==> src/rtl/alu_rr_scheduler.sv <==
// Round-robin front end that shares one fixed-latency ALU between NREQ requesters.
// Each accepted op is tagged with its requester ID and the result is routed back as a one-cycle strobe.
module alu_rr_scheduler #(
  parameter int NREQ    = 4,
  parameter int DATAW   = 16,
  parameter int OPCODEW = 2,
  parameter int ALU_LAT = 2,
  parameter int IDW     = $clog2(NREQ)
) (
  input  logic                    clk,
  input  logic                    rst_n,
  input  logic                    sched_en,
  input  logic [NREQ-1:0]         req_valid,
  output logic [NREQ-1:0]         req_ready,
  input  logic [NREQ*OPCODEW-1:0] req_opcode,
  input  logic [NREQ*DATAW-1:0]   req_dataa,
  input  logic [NREQ*DATAW-1:0]   req_datab,
  output logic [OPCODEW-1:0]      alu_opcode,
  output logic [DATAW-1:0]        alu_dataa,
  output logic [DATAW-1:0]        alu_datab,
  output logic                    alu_issue,
  input  logic [DATAW-1:0]        alu_result,
  output logic [NREQ-1:0]         rsp_valid,
  output logic [DATAW-1:0]        rsp_result,
  output logic [IDW-1:0]          rsp_id,
  output logic                    busy
);

  logic [NREQ-1:0]    pending_reg;
  logic [IDW-1:0]     ptr_reg;
  logic [NREQ-1:0]    eligible;
  logic               grant_found;
  logic [IDW-1:0]     grant_id;
  logic [ALU_LAT-1:0] tag_valid_reg;
  logic [IDW-1:0]     tag_id_reg [ALU_LAT];
  logic [NREQ-1:0]    rsp_onehot;

  // One outstanding op per requester: a pending requester is masked out.
  assign eligible = sched_en ? (req_valid & ~pending_reg) : '0;
  assign busy     = |pending_reg;

  always_comb begin
    int idx;
    idx         = 0;
    grant_found = 1'b0;
    grant_id    = '0;
    for (int k = 1; k <= NREQ; k++) begin
      idx = (int'(ptr_reg) + k) % NREQ;
      if (!grant_found && eligible[idx[IDW-1:0]]) begin
        grant_found = 1'b1;
        grant_id    = idx[IDW-1:0];
      end
    end
  end

  for (genvar gi = 0; gi < NREQ; gi++) begin : g_onehot
    assign req_ready[gi]  = grant_found && (grant_id == IDW'(gi));
    assign rsp_onehot[gi] = (tag_id_reg[ALU_LAT-1] == IDW'(gi));
  end

  always_ff @(posedge clk or negedge rst_n) begin
    if (!rst_n) begin
      alu_opcode    <= '0;
      alu_dataa     <= '0;
      alu_datab     <= '0;
      alu_issue     <= 1'b0;
      rsp_valid     <= '0;
      rsp_result    <= '0;
      rsp_id        <= '0;
      pending_reg   <= '0;
      ptr_reg       <= IDW'(NREQ - 1);
      tag_valid_reg <= '0;
      for (int s = 0; s < ALU_LAT; s++) begin
        tag_id_reg[s] <= '0;
      end
    end else begin
      alu_issue <= grant_found;
      // ALU operands hold their last values when nothing is issued.
      if (grant_found) begin
        alu_opcode <= req_opcode[grant_id*OPCODEW +: OPCODEW];
        alu_dataa  <= req_dataa[grant_id*DATAW +: DATAW];
        alu_datab  <= req_datab[grant_id*DATAW +: DATAW];
        ptr_reg    <= grant_id;
      end

      tag_valid_reg[0] <= grant_found;
      tag_id_reg[0]    <= grant_id;
      for (int s = 1; s < ALU_LAT; s++) begin
        tag_valid_reg[s] <= tag_valid_reg[s-1];
        tag_id_reg[s]    <= tag_id_reg[s-1];
      end

      rsp_valid <= tag_valid_reg[ALU_LAT-1] ? rsp_onehot : '0;
      if (tag_valid_reg[ALU_LAT-1]) begin
        rsp_result <= alu_result;
        rsp_id     <= tag_id_reg[ALU_LAT-1];
      end

      // Pending drops only after the response cycle, so no re-grant during it.
      pending_reg <= (pending_reg & ~rsp_valid) | req_ready;
    end
  end

endmodule

==> config.mk <==
export PLATFORM = sky130hd
export DESIGN_NAME = alu_rr_scheduler
export DESIGN_NICKNAME = d
export VERILOG_FILES = /design/src/rtl/alu_rr_scheduler.sv
export SDC_FILE = /design/constraint.sdc
export NUM_CORES = 1
export LEC_CHECK = 0
export ABC_AREA = 1
export ABC_CLOCK_PERIOD_IN_PS = 4000
export CORE_AREA = 2 2 104 106
export DETAILED_ROUTE_END_ITERATION = 10
export DIE_AREA = 0 0 106 108
export PLACE_DENSITY_LB_ADDON = 0.3
export REMOVE_ABC_BUFFERS = 1
export SETUP_SLACK_MARGIN = 0.4
export SLEW_MARGIN = 25
export SYNTH_ARGS = -nofsm -noshare
export SYNTH_HDL_FRONTEND = slang
export SYNTH_SLANG_ARGS = --single-unit
==> constraint.sdc <==
create_clock -name clk -period 4 [get_ports clk]
set_clock_uncertainty 0.2 [all_clocks]
set_input_delay 0.8 -clock clk [delete_from_list [all_inputs] [get_ports clk]]
set_output_delay 0.8 -clock clk [all_outputs]
set_load 0.01 [all_outputs]
Word level (Yosys, flattened, before mapping)
Index checks and enable logic that the tools add are counted.
- add/sub/neg operators: 4
- order comparisons: 4
- equal/unequal tests: 6
- shift-type cells: 3
- mux-type cells: 18
- bitwise operators: 5
- reductions and logical operators: 13
- operators with widths (cell ; number):
    $shiftx A64 B7 Y16 ; 2
    $lt A2 B3 Y1 const B ; 4
    $and A4 B4 Y4 ; 2
    $bmux W1 S2 ; 4
    $eq A2 B2 Y1 const B ; 4
    $mux W1 ; 8
    $mux W2 ; 4
    $mux W4 ; 2
    $not A4 Y4 ; 2
    $shiftx A8 B4 Y2 ; 1
    $logic_and A1 B1 Y1 ; 7
    $add A2 B1 Y2 const B ; 2
    $add A2 B2 Y2 const B ; 2
    $eq A2 B1 Y1 const B ; 2
    $logic_not A2 Y1 ; 2
    $or A4 B4 Y4 ; 1
    $reduce_or A4 Y1 ; 1
    $logic_not A1 Y1 ; 3
- bits in registers: 69
- output and inout bits: 62
- word-level logic and storage cells: 65

Logic depth before layout (Yosys ltp)
- word-level depth: 18
- depth in mapped cells: 15
- mapped depth without buffers: 13

Worst setup path after synthesis
No wires, ideal clock.
- path type: input to output
- start: input port sched_en
- end: output port req_ready[0]
- arrival time: 2094 ps
- data required time: 3000 ps
- path slack: 906 ps
- stages: 14
- path buffers: 2
- path through: buf_4 > nand2_1 > nor2_1 > nand2_1 > nand3_1 > nand2_2 > nand2_1 > nand2_1 > nand2_4 > nand2_4 > buf_2 > inv_2 > nand2_1 > nor2_1
- cells in the longest elaborated chain, start to end: 15
- elaborated cells between the ends (all ways): 25
- classes of those cells: mux (17); reduce/logical (8)
- ends and longest elaborated chain (item ; RTL line ; source):
    start, declared ; 12 ; input logic sched_en,
    $mux W4 (*) ; 39 ; assign eligible = sched_en ? (req_valid & ~pending_reg) : '0;
    $bmux W1 S2 ; 49 ; if (!grant_found && eligible[idx[IDW-1:0]]) begin
    $mux W1 (not written as such) ; 49 ;
    $mux W1 ; 49 ;
    $logic_not A1 Y1 ; 49 ;
    $logic_and A1 B1 Y1 ; 49 ;
    $mux W1 ; 49 ;
    $logic_not A1 Y1 ; 49 ;
    $logic_and A1 B1 Y1 ; 49 ;
    $mux W1 ; 49 ;
    $logic_not A1 Y1 ; 49 ;
    $logic_and A1 B1 Y1 ; 49 ;
    $mux W2 ; 49 ;
    $logic_not A2 Y1 ; 57 ; assign req_ready[gi] = grant_found && (grant_id == IDW'(gi));
    $logic_and A1 B1 Y1 (*) ; 57 ;
    end, declared ; 14 ; output logic [NREQ-1:0] req_ready,
Every way passes the cells marked *; elsewhere a longest branch is shown, timed or not. The select of a mux whose other input is x is not followed.

Worst setup path in the final report
- start: input port req_valid[2]
- end: output port req_ready[2]
- cells in the longest elaborated chain, start to end: 16
- elaborated cells between the ends (all ways): 26
- classes of those cells: eq/ne (1); mux (17); bitwise (1); reduce/logical (7)
- ends and longest elaborated chain (item ; RTL line ; source):
    start, declared ; 13 ; input logic [NREQ-1:0] req_valid,
    $and A4 B4 Y4 (*) ; 39 ;
    $mux W4 (*) ; 39 ;
    $bmux W1 S2 ; 49 ;
    $mux W1 (not written as such) ; 49 ;
    $mux W1 ; 49 ;
    $logic_not A1 Y1 ; 49 ;
    $logic_and A1 B1 Y1 ; 49 ;
    $mux W1 ; 49 ;
    $logic_not A1 Y1 ; 49 ;
    $logic_and A1 B1 Y1 ; 49 ;
    $mux W1 ; 49 ;
    $logic_not A1 Y1 ; 49 ;
    $logic_and A1 B1 Y1 ; 49 ;
    $mux W2 ; 49 ;
    $eq A2 B2 Y1 ; 57 ;
    $logic_and A1 B1 Y1 (*) ; 57 ;
Marked as above.

==> flow_metrics.env <==
export IMPL_outcome="finished, final reports clean"
export IMPL_vias=4519
export IMPL_worstSetupEndpointType="output pin"
export IMPL_critPathTopFamily="simple AND/OR/NAND/NOR gates"
export IMPL_die_h_um=108
export IMPL_post_route_cells_drive_above_1_share_pct=10.0
export IMPL_finalWeightedCongestion=0.811
export IMPL_reg_top3="alu_dataa: 16 flops, alu_datab: 16 flops, rsp_result: 16 flops"
export IMPL_timing_final_crit_share_pct=87.6
export IMPL_placeableCoreArea_um2=10200
export IMPL_route_detailed_drc=0
export IMPL_average_instance_area_after_synthesis_um2=7.58
export IMPL_synthMostInstantiatedCell="nand3_1"
export IMPL_numCtsBuffers=9
export IMPL_worst_endpoint_required_ns=3.00
export IMPL_synth_area_um2=4040
export IMPL_cp_common_cell="nand2_1"
export IMPL_cts_hold_repair_buffers=0
export IMPL_setup_tns_final_ns=0
export IMPL_postLayoutCoreUtil_pct=63.1
export IMPL_synth_cell_type_count=26
export IMPL_slew_viol_final=0
export IMPL_average_vias_per_placed_instance=5.16
export IMPL_postSynthRegisterBits=68
export IMPL_postRouteWirelength_mm=13.5
export IMPL_antenna_violations_before_repair=0
export IMPL_power_leakage_nw=2.92
export IMPL_fin_crit_ns=3.50
export IMPL_place_port_buffers=220
export IMPL_cts_reportedPaths_clkPinSlew_ns=0.07
export IMPL_critPathMaxStageDelay_ns=0.48
export IMPL_post_synth_top_area_cell="dfrtp_1"
export IMPL_cp_buffers_inverters=2
export IMPL_setup_violations_final=0
export IMPL_wire_per_inst_um=15.5
export IMPL_worstHoldPathType="reg -> reg"
export IMPL_dp_final_hpwl_mm=9.57
export IMPL_cts_htree_levels=3
export IMPL_max_rail_drop_vdd_mv=0.294
export IMPL_cts_max_path_buffers=2
export IMPL_power_density_cell_area_nw_per_um2=451
export IMPL_insertion_delay_ns=0.35
export IMPL_path_cells="clkdlybuf4s50_1, nand2_1, nor2_2, nand2_1, nand3_1, nand2_2, nand2_1, nand2_1, nand2_4, nand2_4, nor2_1, dlygate4sd2_1"
export IMPL_tightestPinTransition_ns=0.864
export IMPL_num_antenna_cells=0
export IMPL_timing_hold_violations_final=0
export IMPL_critical_path_slowest_cell="clkdlybuf4s50_1"
export IMPL_ioPinCount=221
export IMPL_die_area_um2=11400
export IMPL_arrival_ns=2.50
export IMPL_relSlewSlack_pct=42.4
export IMPL_fmax_mhz=285
export IMPL_async_flop_share_pct=100
export IMPL_worst_setup_path_type="in -> out"
export IMPL_final_antenna_net_count=0
export IMPL_netlist_instances=532
export IMPL_synthFlopType="dfrtp_1"
export IMPL_number_of_flops_mapped_to_enable_cells_by_yosys=0
export IMPL_timing_critical_path_from_type="input port"
export IMPL_die_width_um=106
export IMPL_cts_tree="built"
export IMPL_synth_area_leaders="dfrtp_1 41%, nand3_1 22%, nand2_1 16%"
export IMPL_grt_first_pass_wirelength_mm=21.6
export IMPL_cts_sinks=68
export IMPL_drt_initial_violations=304
export IMPL_synth_yosys_warnings=0
export IMPL_grt_start_max_net_pins=69
export IMPL_synth_top_area_share_pct=40.9
export IMPL_synth_seq_area_share_pct=42.2
export IMPL_grt_overflow_total=0
export IMPL_layout_area_overhead_vs_synth_pct=60.1
export IMPL_root_buffer="clkbuf_8"
export IMPL_track_usage_pct=23.8
export IMPL_vias_in_the_first_global_route=4459
export IMPL_effective_utilization_at_floorplan_pct=39.4
export IMPL_number_of_search_and_repair_iterations_in_the_first_detailed_routing_pass=5
export IMPL_nets_final=893
export IMPL_grt_setup_unrepaired="false"
export IMPL_synth_top_cells_by_count="177 x nand3_1, 173 x nand2_1, 66 x dfrtp_1"
export IMPL_placementRows=37
export IMPL_maxCapViolCount=0
export IMPL_worst_path_max_fanout=5
## through the flow
stage / hold slack, ns / instances / power [mW] / worst slack (ns) / instance area [um2]
2_1_floorplan: 0.131 / 491 / 1.53 / 0.195 / 3780
3_3_place_gp: 0.132 / 858 / 2.34 / 0.141 / 6240
3_5_place_dp: 0.136 / 858 / 2.36 / 0.0950 / 6240
4_1_cts: 0.154 / 875 / 2.96 / 0.317 / 6450
5_1_grt: 0.173 / 875 / 3.10 / 0.376 / 6460
6_report: 0.150 / 875 / 2.91 / 0.496 / 6460
## layout by cell type (no fill, tap or decap), drive strengths merged
cell type,synthesis,layout
clkinv,1,1
dlygate4sd2,0,2
inv,13,17
buf,31,13
o21a,1,1
clkbuf,10,10
dlymetal6s2s,0,1
clkinvlp,0,2
nand4,8,8
o21ai,5,5
nor2,11,11
bufinv,0,1
clkdlybuf4s50,0,214
nand3,187,187
dfrtp,66,66
mux2,16,16
o22ai,3,3
clkdlybuf4s15,0,1
dfstp,2,2
nand2,178,178
## final cells by class
| type | instances | area [um2] |
|---|---|---|
| Clock buffer | 9 | 124 |
| Timing Repair Buffer | 232 | 2290 |
| Fill cell | 896 | 3770 |
| Multi-Input combinational cell | 409 | 2040 |
| Tap cell | 136 | 170 |
| Inverter | 14 | 52.6 |
| Sequential cell | 68 | 1700 |
| Clock inverter | 7 | 80.1 |
## routing by layer
layer  wire length (um)  global-route usage, %
met2               7120                   43.7
met5                  0                      0
met4                363                   9.68
met3                897                   5.30
met1               5150                   26.9
## logic make-up after synthesis
family / count (synthesis) / share of synthesized area (%)
buffers and inverters: 55 / 7.50
AND/OR/NAND/NOR: 384 / 44.4
flip-flops: 68 / 42.2
AO/OA/AOI/OAI: 9 / 1.36
multiplexers: 16 / 4.47
## what timing repair did
| item | in CTS | in global routing |
|---|---|---|
| gates cloned | 0 | 0 |
| setup endpoints to repair | 4 | 4 |
| gates resized for setup | 6 | 5 |
| pin swaps | 1 | 2 |
| setup buffers | 1 | 0 |
| hold endpoints to repair | 0 | 0 |
## path summary, 6_finish.rpt
kind	start	to	slack, ns	depth (start not counted)
max in group asynchronous	rst_n	alu_dataa[10]	2.59	2
setup / recovery	req_valid[2]	req_ready[2]	0.50	12
hold reg to reg	tag_id_reg[2]	tag_id_reg[0]	0.15	0
hold / removal	tag_id_reg[2]	tag_id_reg[0]	0.15	0
min in group asynchronous	rst_n	alu_dataa[11]	0.45	2
setup reg to reg	ptr_reg[0]	alu_dataa[11]	1.10	13
## where the power goes
part / internal (mW) / total, mW / switching, mW
Clock: 0.296 / 0.580 / 0.283
Combinational: 0.750 / 1.23 / 0.485
Sequential: 0.954 / 1.10 / 0.146
Total: 2.00 / 2.91 / 0.914
Power figures use the tool's default switching activity.
